===== src/rtl/multicycle_ctrl_pkg.sv =====
// Shared constants for the multi-cycle control unit: ALU codes, opcode/funct values,
// selector encodings and FSM states. Defining CTRL_TRAP_EN adds the TRAP state.
package multicycle_ctrl_pkg;

  localparam logic [3:0] ALU_ADDU = 4'd0;
  localparam logic [3:0] ALU_SUBU = 4'd1;
  localparam logic [3:0] ALU_AND  = 4'd2;
  localparam logic [3:0] ALU_OR   = 4'd3;
  localparam logic [3:0] ALU_XOR  = 4'd4;
  localparam logic [3:0] ALU_NOR  = 4'd5;
  localparam logic [3:0] ALU_SLT  = 4'd6;
  localparam logic [3:0] ALU_SLTU = 4'd7;
  localparam logic [3:0] ALU_SLL  = 4'd8;
  localparam logic [3:0] ALU_SRL  = 4'd9;
  localparam logic [3:0] ALU_SRA  = 4'd10;
  localparam logic [3:0] ALU_LUI  = 4'd11;
  localparam logic [3:0] ALU_EQ   = 4'd12;
  localparam logic [3:0] ALU_NEQ  = 4'd13;

  localparam logic [5:0] OP_RTYPE = 6'h00;
  localparam logic [5:0] OP_J     = 6'h02;
  localparam logic [5:0] OP_JAL   = 6'h03;
  localparam logic [5:0] OP_BEQ   = 6'h04;
  localparam logic [5:0] OP_BNE   = 6'h05;
  localparam logic [5:0] OP_ADDIU = 6'h09;
  localparam logic [5:0] OP_SLTI  = 6'h0A;
  localparam logic [5:0] OP_SLTIU = 6'h0B;
  localparam logic [5:0] OP_ANDI  = 6'h0C;
  localparam logic [5:0] OP_ORI   = 6'h0D;
  localparam logic [5:0] OP_XORI  = 6'h0E;
  localparam logic [5:0] OP_LUI   = 6'h0F;
  localparam logic [5:0] OP_LW    = 6'h23;
  localparam logic [5:0] OP_SW    = 6'h2B;

  localparam logic [5:0] FUNCT_SLL  = 6'h00;
  localparam logic [5:0] FUNCT_SRL  = 6'h02;
  localparam logic [5:0] FUNCT_SRA  = 6'h03;
  localparam logic [5:0] FUNCT_JR   = 6'h08;
  localparam logic [5:0] FUNCT_ADDU = 6'h21;
  localparam logic [5:0] FUNCT_SUBU = 6'h23;
  localparam logic [5:0] FUNCT_AND  = 6'h24;
  localparam logic [5:0] FUNCT_OR   = 6'h25;
  localparam logic [5:0] FUNCT_XOR  = 6'h26;
  localparam logic [5:0] FUNCT_NOR  = 6'h27;
  localparam logic [5:0] FUNCT_SLT  = 6'h2A;
  localparam logic [5:0] FUNCT_SLTU = 6'h2B;

  localparam logic [1:0] SRCB_RT   = 2'b00;
  localparam logic [1:0] SRCB_SEXT = 2'b01;
  localparam logic [1:0] SRCB_ZEXT = 2'b10;

  localparam logic [1:0] REGDST_RD = 2'b00;
  localparam logic [1:0] REGDST_RT = 2'b01;
  localparam logic [1:0] REGDST_RA = 2'b10;

  localparam logic [1:0] PCSRC_SEQ    = 2'b00;
  localparam logic [1:0] PCSRC_BRANCH = 2'b01;
  localparam logic [1:0] PCSRC_JUMP   = 2'b10;
  localparam logic [1:0] PCSRC_REG    = 2'b11;

  typedef enum logic [2:0] {
    ST_IDLE = 3'd0,
    ST_DECODE,
    ST_EXEC,
    ST_MEM,
    ST_WB
`ifdef CTRL_TRAP_EN
    , ST_TRAP
`endif
  } state_t;

  typedef enum logic [3:0] {
    CLS_NOP = 4'd0,
    CLS_ALU_R,
    CLS_ALU_I,
    CLS_LOAD,
    CLS_STORE,
    CLS_BRANCH,
    CLS_JUMP,
    CLS_JAL,
    CLS_JR
  } inst_cls_t;

  typedef struct packed {
    logic [3:0] alu_funct;
    logic [1:0] alu_src_b;
    logic [1:0] reg_dst;
    inst_cls_t  cls;
    logic       legal;
  } dec_t;

  function automatic dec_t mk_dec(input logic [3:0] f, input logic [1:0] s,
                                  input logic [1:0] d, input inst_cls_t c);
    dec_t r;
    r.alu_funct = f;
    r.alu_src_b = s;
    r.reg_dst   = d;
    r.cls       = c;
    r.legal     = 1'b1;
    return r;
  endfunction

endpackage


===== src/rtl/multicycle_ctrl_if.sv =====
// Fetch handshake and datapath control bundle of the multi-cycle controller.
// master = fetch/datapath side, slave = controller.
interface multicycle_ctrl_if;
  logic        inst_valid;
  logic        inst_ready;
  logic [31:0] inst;
  logic        alu_cond;
  logic [3:0]  alu_funct;
  logic [1:0]  alu_src_b;
  logic [1:0]  reg_dst;
  logic        reg_write;
  logic        mem_read;
  logic        mem_write;
  logic        mem_to_reg;
  logic        pc_write;
  logic [1:0]  pc_src;
  logic        busy;
  logic        illegal_instr;

  modport master (
    output inst_valid, inst, alu_cond,
    input  inst_ready, alu_funct, alu_src_b, reg_dst, reg_write, mem_read,
           mem_write, mem_to_reg, pc_write, pc_src, busy, illegal_instr
  );

  modport slave (
    input  inst_valid, inst, alu_cond,
    output inst_ready, alu_funct, alu_src_b, reg_dst, reg_write, mem_read,
           mem_write, mem_to_reg, pc_write, pc_src, busy, illegal_instr
  );
endinterface


===== src/rtl/multicycle_ctrl_alu_funct_decode.sv =====
// Combinational opcode/funct decoder: ALU operation, B-operand select, destination
// select, instruction class and legality.
module alu_funct_decode
  import multicycle_ctrl_pkg::*;
(
  input  logic [5:0] i_opcode,
  input  logic [5:0] i_funct,
  output dec_t       o_dec
);

  always_comb begin
    o_dec = '{alu_funct: ALU_ADDU, alu_src_b: SRCB_RT, reg_dst: REGDST_RD,
              cls: CLS_NOP, legal: 1'b0};
    case (i_opcode)
      OP_RTYPE: begin
        case (i_funct)
          FUNCT_ADDU: o_dec = mk_dec(ALU_ADDU, SRCB_RT, REGDST_RD, CLS_ALU_R);
          FUNCT_SUBU: o_dec = mk_dec(ALU_SUBU, SRCB_RT, REGDST_RD, CLS_ALU_R);
          FUNCT_AND:  o_dec = mk_dec(ALU_AND,  SRCB_RT, REGDST_RD, CLS_ALU_R);
          FUNCT_OR:   o_dec = mk_dec(ALU_OR,   SRCB_RT, REGDST_RD, CLS_ALU_R);
          FUNCT_XOR:  o_dec = mk_dec(ALU_XOR,  SRCB_RT, REGDST_RD, CLS_ALU_R);
          FUNCT_NOR:  o_dec = mk_dec(ALU_NOR,  SRCB_RT, REGDST_RD, CLS_ALU_R);
          FUNCT_SLT:  o_dec = mk_dec(ALU_SLT,  SRCB_RT, REGDST_RD, CLS_ALU_R);
          FUNCT_SLTU: o_dec = mk_dec(ALU_SLTU, SRCB_RT, REGDST_RD, CLS_ALU_R);
          FUNCT_SLL:  o_dec = mk_dec(ALU_SLL,  SRCB_RT, REGDST_RD, CLS_ALU_R);
          FUNCT_SRL:  o_dec = mk_dec(ALU_SRL,  SRCB_RT, REGDST_RD, CLS_ALU_R);
          FUNCT_SRA:  o_dec = mk_dec(ALU_SRA,  SRCB_RT, REGDST_RD, CLS_ALU_R);
          FUNCT_JR:   o_dec = mk_dec(ALU_ADDU, SRCB_RT, REGDST_RD, CLS_JR);
          default:    ;
        endcase
      end
      OP_ADDIU: o_dec = mk_dec(ALU_ADDU, SRCB_SEXT, REGDST_RT, CLS_ALU_I);
      OP_SLTI:  o_dec = mk_dec(ALU_SLT,  SRCB_SEXT, REGDST_RT, CLS_ALU_I);
      OP_SLTIU: o_dec = mk_dec(ALU_SLTU, SRCB_SEXT, REGDST_RT, CLS_ALU_I);
      OP_ANDI:  o_dec = mk_dec(ALU_AND,  SRCB_ZEXT, REGDST_RT, CLS_ALU_I);
      OP_ORI:   o_dec = mk_dec(ALU_OR,   SRCB_ZEXT, REGDST_RT, CLS_ALU_I);
      OP_XORI:  o_dec = mk_dec(ALU_XOR,  SRCB_ZEXT, REGDST_RT, CLS_ALU_I);
      OP_LUI:   o_dec = mk_dec(ALU_LUI,  SRCB_ZEXT, REGDST_RT, CLS_ALU_I);
      OP_LW:    o_dec = mk_dec(ALU_ADDU, SRCB_SEXT, REGDST_RT, CLS_LOAD);
      // Stores never write the register file, so the destination select stays at rd.
      OP_SW:    o_dec = mk_dec(ALU_ADDU, SRCB_SEXT, REGDST_RD, CLS_STORE);
      OP_BEQ:   o_dec = mk_dec(ALU_EQ,   SRCB_RT,   REGDST_RD, CLS_BRANCH);
      OP_BNE:   o_dec = mk_dec(ALU_NEQ,  SRCB_RT,   REGDST_RD, CLS_BRANCH);
      OP_J:     o_dec = mk_dec(ALU_ADDU, SRCB_RT,   REGDST_RD, CLS_JUMP);
      OP_JAL:   o_dec = mk_dec(ALU_ADDU, SRCB_RT,   REGDST_RA, CLS_JAL);
      default:  ;
    endcase
  end

endmodule


===== src/rtl/multicycle_ctrl.sv =====
// Multi-cycle MIPS control FSM with instruction latch. With CTRL_TRAP_EN defined,
// illegal instructions enter a sticky TRAP state; otherwise they retire as NOPs.
module multicycle_ctrl
  import multicycle_ctrl_pkg::*;
(
  input  logic             clk,
  input  logic             reset,
  multicycle_ctrl_if.slave bus
);

  state_t      r_state;
  state_t      w_next;
  logic [31:0] r_inst;
  dec_t        w_dec;
  logic        w_accept;
  logic        w_unused_fields;

  logic [3:0]  w_alu_funct;
  logic [1:0]  w_alu_src_b;
  logic [1:0]  w_reg_dst;
  logic        w_reg_write;
  logic        w_mem_read;
  logic        w_mem_write;
  logic        w_mem_to_reg;
  logic        w_pc_write;
  logic [1:0]  w_pc_src;
  logic        w_busy;
  logic        w_illegal;

  assign bus.inst_ready = (r_state == ST_IDLE) & ~reset;
  assign w_accept       = bus.inst_valid & bus.inst_ready;

  alu_funct_decode u_decode (
    .i_opcode (r_inst[31:26]),
    .i_funct  (r_inst[5:0]),
    .o_dec    (w_dec)
  );

  // Register and immediate fields belong to the datapath, not to sequencing.
  assign w_unused_fields = ^{r_inst[25:6], w_dec.legal};

  always_ff @(posedge clk or posedge reset) begin
    if (reset) r_state <= ST_IDLE;
    else       r_state <= w_next;
  end

  always_ff @(posedge clk) begin
    if (w_accept) r_inst <= bus.inst;
  end

  always_comb begin
    w_next       = r_state;
    w_alu_funct  = ALU_ADDU;
    w_alu_src_b  = SRCB_RT;
    w_reg_dst    = REGDST_RD;
    w_reg_write  = 1'b0;
    w_mem_read   = 1'b0;
    w_mem_write  = 1'b0;
    w_mem_to_reg = 1'b0;
    w_pc_write   = 1'b0;
    w_pc_src     = PCSRC_SEQ;
    w_busy       = (r_state != ST_IDLE);
    w_illegal    = 1'b0;

    if (r_state inside {ST_DECODE, ST_EXEC, ST_MEM, ST_WB}) begin
      w_alu_funct = w_dec.alu_funct;
      w_alu_src_b = w_dec.alu_src_b;
      w_reg_dst   = w_dec.reg_dst;
    end

    case (r_state)
      ST_IDLE: begin
        if (w_accept) w_next = ST_DECODE;
      end
      ST_DECODE: begin
        w_next = ST_EXEC;
`ifdef CTRL_TRAP_EN
        if (!w_dec.legal) w_next = ST_TRAP;
`endif
      end
      ST_EXEC: begin
        case (w_dec.cls)
          CLS_ALU_R, CLS_ALU_I, CLS_JAL: w_next = ST_WB;
          CLS_LOAD, CLS_STORE:           w_next = ST_MEM;
          default: begin
            // Branches, jumps and NOPs retire here; alu_cond is settled by now.
            w_next     = ST_IDLE;
            w_pc_write = 1'b1;
            case (w_dec.cls)
              CLS_BRANCH: w_pc_src = bus.alu_cond ? PCSRC_BRANCH : PCSRC_SEQ;
              CLS_JUMP:   w_pc_src = PCSRC_JUMP;
              CLS_JR:     w_pc_src = PCSRC_REG;
              default:    w_pc_src = PCSRC_SEQ;
            endcase
          end
        endcase
      end
      ST_MEM: begin
        w_mem_read  = (w_dec.cls == CLS_LOAD);
        w_mem_write = (w_dec.cls == CLS_STORE);
        if (w_dec.cls == CLS_LOAD) begin
          w_next = ST_WB;
        end else begin
          w_next     = ST_IDLE;
          w_pc_write = 1'b1;
        end
      end
      ST_WB: begin
        w_next       = ST_IDLE;
        w_reg_write  = 1'b1;
        w_mem_to_reg = (w_dec.cls == CLS_LOAD);
        w_pc_write   = 1'b1;
        w_pc_src     = (w_dec.cls == CLS_JAL) ? PCSRC_JUMP : PCSRC_SEQ;
      end
`ifdef CTRL_TRAP_EN
      ST_TRAP: begin
        w_illegal = 1'b1;
      end
`endif
      default: w_next = ST_IDLE;
    endcase
  end

  assign bus.alu_funct     = w_alu_funct;
  assign bus.alu_src_b     = w_alu_src_b;
  assign bus.reg_dst       = w_reg_dst;
  assign bus.reg_write     = w_reg_write;
  assign bus.mem_read      = w_mem_read;
  assign bus.mem_write     = w_mem_write;
  assign bus.mem_to_reg    = w_mem_to_reg;
  assign bus.pc_write      = w_pc_write;
  assign bus.pc_src        = w_pc_src;
  assign bus.busy          = w_busy;
  assign bus.illegal_instr = w_illegal;

endmodule


===== src/flat_wrapper.sv =====
// flat-port wrapper written by rule: the top's interface ports become plain ports
module multicycle_ctrl_flat import multicycle_ctrl_pkg::*;
  (clk, reset, bus_inst_valid, bus_inst, bus_alu_cond, bus_inst_ready, bus_alu_funct, bus_alu_src_b, bus_reg_dst, bus_reg_write, bus_mem_read, bus_mem_write, bus_mem_to_reg, bus_pc_write, bus_pc_src, bus_busy, bus_illegal_instr);
  multicycle_ctrl_if bus_i ();
  input  logic clk;
  input  logic reset;
  input wire logic [$bits(bus_i.inst_valid)-1:0] bus_inst_valid;
  input wire logic [$bits(bus_i.inst)-1:0] bus_inst;
  input wire logic [$bits(bus_i.alu_cond)-1:0] bus_alu_cond;
  output wire logic [$bits(bus_i.inst_ready)-1:0] bus_inst_ready;
  output wire logic [$bits(bus_i.alu_funct)-1:0] bus_alu_funct;
  output wire logic [$bits(bus_i.alu_src_b)-1:0] bus_alu_src_b;
  output wire logic [$bits(bus_i.reg_dst)-1:0] bus_reg_dst;
  output wire logic [$bits(bus_i.reg_write)-1:0] bus_reg_write;
  output wire logic [$bits(bus_i.mem_read)-1:0] bus_mem_read;
  output wire logic [$bits(bus_i.mem_write)-1:0] bus_mem_write;
  output wire logic [$bits(bus_i.mem_to_reg)-1:0] bus_mem_to_reg;
  output wire logic [$bits(bus_i.pc_write)-1:0] bus_pc_write;
  output wire logic [$bits(bus_i.pc_src)-1:0] bus_pc_src;
  output wire logic [$bits(bus_i.busy)-1:0] bus_busy;
  output wire logic [$bits(bus_i.illegal_instr)-1:0] bus_illegal_instr;
  assign bus_i.inst_valid = bus_inst_valid;
  assign bus_i.inst = bus_inst;
  assign bus_i.alu_cond = bus_alu_cond;
  assign bus_inst_ready = bus_i.inst_ready;
  assign bus_alu_funct = bus_i.alu_funct;
  assign bus_alu_src_b = bus_i.alu_src_b;
  assign bus_reg_dst = bus_i.reg_dst;
  assign bus_reg_write = bus_i.reg_write;
  assign bus_mem_read = bus_i.mem_read;
  assign bus_mem_write = bus_i.mem_write;
  assign bus_mem_to_reg = bus_i.mem_to_reg;
  assign bus_pc_write = bus_i.pc_write;
  assign bus_pc_src = bus_i.pc_src;
  assign bus_busy = bus_i.busy;
  assign bus_illegal_instr = bus_i.illegal_instr;
  multicycle_ctrl u_core (.clk(clk), .reset(reset), .bus(bus_i));
endmodule

===== config.mk =====
export PLATFORM = sky130hd
export DESIGN_NAME = multicycle_ctrl_flat
export DESIGN_NICKNAME = d
export VERILOG_FILES = /design/src/rtl/multicycle_ctrl_pkg.sv /design/src/rtl/multicycle_ctrl_if.sv /design/src/rtl/multicycle_ctrl_alu_funct_decode.sv /design/src/rtl/multicycle_ctrl.sv /design/src/flat_wrapper.sv
export SDC_FILE = /design/constraint.sdc
export NUM_CORES = 1
export LEC_CHECK = 0
export ABC_AREA = 1
export CAP_MARGIN = 10
export CORE_ASPECT_RATIO = 1.25
export CORE_MARGIN = 1
export CORE_UTILIZATION = 46
export CTS_BUF_LIST = sky130_fd_sc_hd__clkbuf_8
export DETAILED_ROUTE_END_ITERATION = 7
export PLACE_DENSITY = 0.88
export REMOVE_ABC_BUFFERS = 1
export SYNTH_ARGS = -nofsm -noshare
export SYNTH_HDL_FRONTEND = slang
export SYNTH_SLANG_ARGS = --single-unit

===== constraint.sdc =====
create_clock -name clk -period 2.8 [get_ports clk]
set_clock_uncertainty 0.15 [all_clocks]
set_input_delay 0.7 -clock clk [delete_from_list [all_inputs] [get_ports clk]]
set_output_delay 0.7 -clock clk [all_outputs]
set_load 0.1 [all_outputs]

### After elaboration in Yosys (flattened, before gate mapping)

Cells that the tools add are included.

| storage, ports and cells | value |
|---|---|
| input port bits | 36 |
| logic and storage cells | 71 |
| register bits | 35 |
| output and inout port bits | 18 |

| cells by class | value |
|---|---|
| reduce and logical (&&, ||, !) cells | 8 |
| bitwise gates (word level) | 3 |
| equal/unequal tests | 37 |
| muxes and demuxes | 21 |

Operators with widths:

| kind | number |
|---|---|
| $pmux 13 s14 | 1 |
| $pmux 13 s12 | 1 |
| $eq 6x6->1 const B | 10 |
| $eq 6x4->1 const B | 8 |
| $eq 6x2->1 const B | 4 |
| $eq 4x3->1 const B | 4 |
| $eq 6x3->1 const B | 2 |
| $logic_not 6->1 | 2 |
| $pmux 3 s4 | 1 |
| $eq 4x2->1 const B | 2 |
| $mux 2 | 4 |
| $mux 1 | 7 |
| $eq 3x2->1 const B | 2 |
| $mux 3 | 2 |
| $pmux 2 s3 | 1 |
| $pmux 3 s2 | 1 |
| $reduce_or 5->1 | 1 |
| $eq 4x1->1 const B | 1 |
| $eq 4x4->1 const B | 1 |
| $mux 4 | 1 |
| $pmux 2 s2 | 1 |
| $reduce_bool 4->1 | 1 |
| $eq 3x1->1 const B | 1 |
| $eq 3x3->1 const B | 1 |
| 8 further kinds | 9 |

### Longest topological paths before layout

Gate-level depths: netlist of run 1.

| logic depth | value |
|---|---|
| word-level depth | 7 |
| mapped depth | 11 |
| mapped depth without buffers | 11 |

### Cells and area by module

Synthesis of run 1 repeated with hierarchy kept, for this count alone.

| unflattened totals | value |
|---|---|
| cell total of the unflattened synthesis | 173 |
| area, all modules | 1232.4 sq um |

Modules (own cells, without submodules):

| module | times used | area each (sq um) | cells an instance |
|---|---|---|---|
| multicycle_ctrl | 1 | 768.2 | 86 |
| alu_funct_decode | 1 | 464.2 | 87 |

### Worst setup path after synthesis of run 1

Ideal clock, no wire load.

| timing | value |
|---|---|
| path kind | register to output |
| from | reg u_core.r_state[1] |
| to | out bus_alu_funct[2] |
| cell stages (with the launch flop) | 6 |
| required time | 1.950 ns |
| path slack | -1.188 ns |
| arrival | 3.138 ns |
| path buffers | 0 |
| path through | dfrtp_1 -> nor2_1 -> inv_1 -> nor2_2 -> nor4_4 -> a41oi_1 |

| between the ends | value |
|---|---|
| word-level cells in the longest chain between the ends | 3 |

RTL lines:

| what | line | text |
|---|---|---|
| start: declaration | multicycle_ctrl.sv:11 | `state_t r_state;` |
| start signal: assignment | multicycle_ctrl.sv:44 | `else r_state <= w_next;` |
| $eq 3x1->1 (tied with other cells) | multicycle_ctrl.sv:65 | `if (r_state inside {ST_DECODE, ST_EXEC, ST_MEM, ST_WB}) begin` |
| $reduce_bool 4->1 * | multicycle_ctrl.sv:65 |  |
| $mux 4 * | multicycle_ctrl.sv:65 |  |
| end: declaration | flat_wrapper.sv:11 | `output wire logic [$bits(bus_i.alu_funct)-1:0] bus_alu_funct;` |

Mark *: on every way between the ends. The rest lies on a longest branch, timed or not.

### Worst setup path after layout of run 1

| timing | value |
|---|---|
| from | reg u_core.r_inst[26] |
| to | out bus_pc_src[0] |

| between the ends | value |
|---|---|
| word-level cells in the longest chain between the ends | 6 |

RTL lines:

| what | line | text |
|---|---|---|
| start: declaration | multicycle_ctrl.sv:13 | `logic [31:0] r_inst;` |
| start signal: assignment | multicycle_ctrl.sv:48 | `if (w_accept) r_inst <= bus.inst;` |
| $eq 6x2->1 (tied with other cells) | multicycle_ctrl_alu_funct_decode.sv:14 | `case (i_opcode)` |
| $pmux 13 s14 * | multicycle_ctrl_alu_funct_decode.sv:14 |  |
| $eq 4x4->1 (tied with other cells) | multicycle_ctrl.sv:89 | `case (w_dec.cls)` |
| $pmux 2 s3 / $reduce_or 5->1 (equally long branches) | n/a |  |
| $mux 2 * | multicycle_ctrl.sv:82 | `case (w_dec.cls)` |
| $pmux 2 s2 * | multicycle_ctrl.sv:71 | `case (r_state)` |
| end: declaration | flat_wrapper.sv:19 | `output wire logic [$bits(bus_i.pc_src)-1:0] bus_pc_src;` |

Marks and branches as above.

==> results of run 1 <==
synthesized netlist by cell type (2+ instances only):
master,instances
inv_1,28
nand2_1,26
nor2_1,26
edfxtp_1,12
nand3_1,12
nand3_2,7
a21oi_1,5
a41oi_1,4
nor2_2,4
dfrtp_1,3
inv_2,3
nand4_1,3
nor2_4,3
a31oi_1,2
buf_6,2
nor3_2,2
o21ai_0,2
o21bai_1,2
final cells by class:
cell class                      count  area [µm²]
Sequential cell                    15         435
Inverter                           33         125
Clock buffer                        3        41.3
Tap cell                           33        41.3
Multi-Input combinational cell    104         652
Timing Repair Buffer               40         542
Fill cell                         156         587
Clock inverter                      1        3.75
cells by family (layout without fill, tap and decap cells):
kind of cell | Yosys count | count (layout) | synth area share (%)
buffers and inverters | 36 | 77 | 13.2
AND/OR/NAND/NOR | 87 | 87 | 40.6
flip-flops | 15 | 15 | 37.1
other | 1 | 1 | 0.319
AO/OA/AOI/OAI | 16 | 16 | 8.84
repair_timing:
| item | in CTS | in global routing |
|---|---|---|
| pin swaps | 1 | 6 |
| hold buffers | 0 | 0 |
| setup endpoints to repair | 1 | 4 |
| setup buffers | 3 | 5 |
| resized for setup | 0 | 18 |
worst max-delay path by stage:
stage               cells past startpoint  slack (ps)               from          endpoint
CTS                                    10          20  u_core.r_inst[27]     bus_pc_src[0]
detailed placement                      5         210       bus_alu_cond     bus_pc_src[0]
floorplan                               5       -1190  u_core.r_state[1]  bus_alu_funct[2]
global placement                        5         210       bus_alu_cond     bus_pc_src[0]
finish                                 10         -50  u_core.r_inst[26]     bus_pc_src[0]
global route                           10        -180  u_core.r_inst[26]     bus_pc_src[0]
where the power goes:
part / internal (mW) / switching, mW / total (mW)
Combinational: 0.0768 / 0.143 / 0.219
Sequential: 0.256 / 0.0135 / 0.269
Clock: 0.0965 / 0.0634 / 0.160
Total: 0.429 / 0.219 / 0.648
flip-flops by register name (all words and copies together) (netlist names):
name            flops
u_core.r_state      3
u_core.r_inst      12
tightest hold or removal path, stage by stage (launching register included):
cell and delay [ps]:
dfrtp_1 390, nor3_1 120, inv_1 60, nand2_1 50
through the flow:
stage	power [mW]	setup WS, ps	TNS, ps
finish	0.648	-54.1	-99.2
global placement	0.459	210	0
CTS	0.632	21.7	0
global route	0.677	-183	-444
floorplan	0.399	-1190	-18820
detailed placement	0.467	206	0
cell usage in the layout (no fill, tap or decap), types with 4 or more instances in the layout:
cell type / n
buf_12: 16
a41oi_1: 4
nand3_1: 10
nor2_2: 6
nor2_4: 5
edfxtp_1: 12
nand2_1: 25
inv_2: 4
nor2_1: 22
nand3_2: 6
buf_4: 8
a21oi_1: 5
inv_1: 29
clkdlybuf4s50_1: 15
layer usage:
metal,vias up,wire length (µm),track usage [%]
met4,0,160,13.5
li1,587,-,-
met2,76,1850,42.3
met5,-,0,0
met1,593,1180,26.9
met3,23,192,3.37
==> flow_summary_export.csv, run 1 <==
group,metric,value,unit
floorplan,io_pins,54,
run_status,violations,"setup timing",
final_layout,finalInstanceArea,1840,µm²
yosys,syn_inst,155,
power,p_leak,0.821,nW
final_layout,insertedDiodeCount,0,
grt,grt_usage,24.2,%
sta,whs,500,ps
worst_hold_path,worstHoldEndpoint,"u_core.r_state[1]",
clock_network,path_clk_slew,50,ps
yosys,synth-edff-count,12,
critical_path,critPathTopFamily,"simple AND/OR/NAND/NOR gates",
yosys,syn_area,1170,µm²
worst_hold_path,hp-class,"reg2reg",
final_layout,nets,233,
grt,grt_pass1_wl,4890,µm
yosys,ys.flop_type,"edfxtp_1",
floorplan,coreArea,2430,µm²
sta,final.min_clock_period,2850,ps
clock_network,cts_root_buf,"clkbuf_8",
critical_path,r2r-start,"u_core.r_state[0]",
place,placed_area,1660,µm²
sta,hold_viol_final,0,
critical_path,worst-path-max-fanout,5,
place,hpwl,2250,µm
floorplan,die_w,47.2,µm
power,peakVddDrop,0.530,mV
yosys,ys_seq_elements,15,
route,drc,0,
critical_path,worstSetupPathType,"reg2out",
critical_path,cpPeakStageDelay,420,ps
yosys,synth_warnings,0,
critical_path,startpoint_type,"register",
grt,grt_pass1_vias,1192,
route,wl_per_cell,14.8,µm
critical_path,crit_slowest_cell,"edfxtp_1",
sta,slew_violations,0,
yosys,yosys-top-cells-area,"edfxtp_1 (31%), inv_1 (8.9%), nand2_1 (8.3%), nor2_1 (8.3%), dfrtp_1 (6.4%)",
route,vias,1279,
run_status,status,"finished with violations",
yosys,synth_top_area_share,30.7,%
critical_path,cp-end-kind,"primary output",
place,dp.cells,217,
route,ant_nets,0,
critical_path,timing.rr.end,"u_core.r_inst[27]",
sta,rsz0062_at_grt,"true",
grt,gr-total-overflow,0,
critical_path,crit_chain,"inv_1 -> nor2_1 -> nand3_1 -> nand3_1 -> nor2_2 -> nand3_2 -> nand3_2 -> nand3_4 -> nor2_4 -> buf_12",
yosys,async_flop_share,20.0,%
clock_network,cts_htree_levels,1,
place,port_buffers,32,
power,power_density,352,nW/µm²
final_layout,final_core_util,75.8,%
route,routed_wl,3380,µm
critical_path,cp.required,1950,ps
final_layout,syn_to_final_growth,56.7,%
final_layout,instances_no_fill,229,
route,vias_per_cell,5.59,
critical_path,rr_worst_depth,7,
clock_network,clock_latency,240,ps
floorplan,fp.dieH,58.5,µm
critical_path,cp_num_buf_inv,2,
grt,grt_antenna_before_repair,0,
floorplan,start_util,48.4,%
run,maxCapViolCount,0,
place,place_congestion,0.801,
worst_hold_path,hold_start,"u_core.r_state[1]",
sta,fin_crit_sh,102,%
critical_path,critPathArrivalTime,2000,ps
sta,finalWorstSetupSlack,-54.1,ps
floorplan,rows,20,
sta,setup_viol,2,
route,drt_iter0_markers,68,
clock_network,numCtsBuffers,3,
sta,fmax,350,MHz
worst_hold_path,whs_path_depth,3,
sta,worst_pin_slew,530,ps
yosys,syn_area_per_cell,7.58,µm²
clock_network,cts.sinks,15,
clock_network,cts_tree,"yes",
clock_network,clk_path_buf_depth,2,
floorplan,dieArea,2760,µm²
final_layout,drive_above_1_share,30.6,%
yosys,ys_seq_area_share,37.1,%
sta,slew_headroom,64.4,%
yosys,synth_cell_types,27,
yosys,synth_largest_area_cell,"edfxtp_1",
critical_path,rrSetupSlack,800,ps
route,drtPass1Iterations,4,
grt,grt_max_degree,13,
Power figures use the tool's default switching activity.
==> run 2: changes to the inputs <==
--- a/config.mk
+++ b/config.mk
@@ -12,6 +12,7 @@
 export CORE_UTILIZATION = 46
 export CTS_BUF_LIST = sky130_fd_sc_hd__clkbuf_8
 export DETAILED_ROUTE_END_ITERATION = 7
+export HOLD_SLACK_MARGIN = 0.15
 export PLACE_DENSITY = 0.88
 export REMOVE_ABC_BUFFERS = 1
 export SYNTH_ARGS = -nofsm -noshare
==> results of run 2 <==
No change in the layout: final DEF, timing and power equal those of run 1.
==> run 3: changes to the inputs <==
--- a/config.mk
+++ b/config.mk
@@ -7,13 +7,15 @@
 export LEC_CHECK = 0
 export ABC_AREA = 1
 export CAP_MARGIN = 10
+export CELL_PAD_IN_SITES_DETAIL_PLACEMENT = 0
+export CELL_PAD_IN_SITES_GLOBAL_PLACEMENT = 1
 export CORE_ASPECT_RATIO = 1.25
 export CORE_MARGIN = 1
-export CORE_UTILIZATION = 46
+export CORE_UTILIZATION = 32
 export CTS_BUF_LIST = sky130_fd_sc_hd__clkbuf_8
 export DETAILED_ROUTE_END_ITERATION = 7
 export HOLD_SLACK_MARGIN = 0.15
-export PLACE_DENSITY = 0.88
+export PLACE_DENSITY_LB_ADDON = 0.1
 export REMOVE_ABC_BUFFERS = 1
 export SYNTH_ARGS = -nofsm -noshare
 export SYNTH_HDL_FRONTEND = slang
==> flow_summary_export.csv, run 3 (same netlist as run 1, synthesis figures left out) <==
group,metric,value,unit
grt,grt_usage,14.0,%
final_layout,insertedDiodeCount,0,
critical_path,cp-end-kind,"primary output",
power,power_density,347,nW/µm²
route,ant_nets,0,
sta,hold_viol_final,0,
final_layout,nets,232,
route,routed_wl,2630,µm
sta,fin_crit_sh,98.6,%
worst_hold_path,hp-class,"reg2reg",
final_layout,drive_above_1_share,32.3,%
floorplan,io_pins,54,
critical_path,cp.required,1950,ps
critical_path,cpPeakStageDelay,500,ps
final_layout,syn_to_final_growth,58.1,%
grt,grt_max_degree,13,
route,vias_per_cell,4.86,
final_layout,n_fill_cell,343,
final_layout,largest-register,"u_core.r_inst",
sta,fmax,362,MHz
sta,final.min_clock_period,2760,ps
route,drc,0,
sta,slew_headroom,63.5,%
final_layout,largest_reg_flops,12,
sta,fin_tns_setup,0,ps
clock_network,cts.sinks,15,
route,vias,1137,
route,drtPass1Iterations,4,
floorplan,die_w,56.2,µm
clock_network,cts_root_buf,"clkbuf_8",
final_layout,final_common_cell,"inv_1",
critical_path,worst-path-max-fanout,6,
place,dp.cells,224,
grt,gr-total-overflow,0,
critical_path,startpoint_type,"register",
grt,grt_antenna_before_repair,0,
final_layout,instances_no_fill,234,
critical_path,crit_chain,"nor2_4 -> nand3_1 -> nand3_2 -> nor2_2 -> nand3_2 -> nand3_4 -> nand3_4 -> nand2_2 -> buf_12",
run,maxCapViolCount,0,
sta,worst_pin_slew,543,ps
floorplan,start_util,33.7,%
place,hpwl,2140,µm
sta,setup_viol,0,
floorplan,fp.dieH,69.7,µm
final_layout,layout.cells.most_common_list,"inv_1 (27), nor2_1 (24), nand2_1 (23)",
run_status,status,"complete, no violations",
power,peakVddDrop,0.334,mV
place,pre_cts_slack,203,ps
floorplan,rows,24,
route,wl_per_cell,11.2,µm
sta,slew_violations,0,
clock_network,numCtsBuffers,3,
floorplan,coreArea,3480,µm²
grt,grt_pass1_vias,1084,
power,p_leak,0.808,nW
clock_network,clk_path_buf_depth,2,
critical_path,worstSetupPathType,"reg2out",
critical_path,critPathArrivalTime,1910,ps
sta,rsz0062_at_grt,"true",
clock_network,cts_tree,"yes",
place,port_buffers,32,
grt,grt_pass1_wl,4420,µm
place,place_congestion,0.830,
critical_path,crit_slowest_cell,"edfxtp_1",
floorplan,dieArea,3920,µm²
clock_network,path_clk_slew,50,ps
final_layout,reg_top3,"u_core.r_inst x12, u_core.r_state x3",
clock_network,cts_htree_levels,1,
route,drt_iter0_markers,32,
sta,finalWorstSetupSlack,40.3,ps
clock_network,clock_latency,240,ps
## run 3: changes by cell type in the layout (fill, tap and decap cells not counted), sizes merged
cell and delta:
buf -1
## run 3: what timing repair did
| item | CTS | global route |
|---|---|---|
| endpoints found under the hold margin | 0 | 0 |
| endpoints found under the setup margin | 1 | 5 |
| hold buffers | 0 | 0 |
| cloned | 0 | 0 |
| buffers inserted | 1 | 5 |
| pin swaps | 0 | 8 |
| gates resized for setup | 0 | 21 |
## run 3: final timing paths
path                                   start                 to  slack, ps  cells after the start
setup / recovery           u_core.r_inst[28]       bus_pc_write         40                      9
hold / removal             u_core.r_state[1]  u_core.r_state[1]        470                      3
setup reg to reg           u_core.r_state[0]  u_core.r_inst[28]        910                      7
hold reg to reg            u_core.r_state[1]  u_core.r_state[1]        470                      3
max in group asynchronous              reset  u_core.r_state[2]       1860                      2
min in group asynchronous              reset  u_core.r_state[0]        520                      2
## run 3: through the flow
step | hold slack, ps | cell area, µm² | total power, mW | utilization, %
floorplan | 304 | 1140 | 0.399 | -
global placement | 431 | 1680 | 0.464 | 48.2
detailed placement | 453 | 1680 | 0.467 | 48.2
CTS | 462 | 1730 | 0.635 | 49.7
global route | 532 | 1860 | 0.675 | 53.3
finish | 466 | 1860 | 0.645 | 53.3
## run 3: area by class of cell
class | count | area (µm²) | area share [%]
Tap cell | 39 | 48.8 | 2.63
Timing Repair Buffer | 39 | 531 | 28.6
Multi-Input combinational cell | 104 | 671 | 36.1
Clock buffer | 3 | 41.3 | 2.22
Inverter | 33 | 126 | 6.80
Clock inverter | 1 | 5.00 | 0.269
Sequential cell | 15 | 435 | 23.4
## run 3: per-layer routing
layer | wire (µm) | share of wire [%] | global-route usage (%) | vias up
met5 | 0 | 0 | 0 | -
met4 | 58 | 2.2 | 9.21 | 0
met3 | 99 | 3.8 | 0.933 | 6
met2 | 1310 | 50 | 23.7 | 35
met1 | 1170 | 44 | 16.9 | 512
li1 | - | - | - | 584
## run 3: power by group
part	total, mW	switching [mW]	internal (mW)
combinational	0.212	0.136	0.0757
clock	0.165	0.0668	0.0982
sequential	0.268	0.0120	0.256
total	0.645	0.215	0.429
## run 3: worst max-delay path: cells and delay by family (launching register included)
family                 cells  cell delay, ps
buffers and inverters      1             170
DFF                        1             500
and+or+nand+nor            8            1000
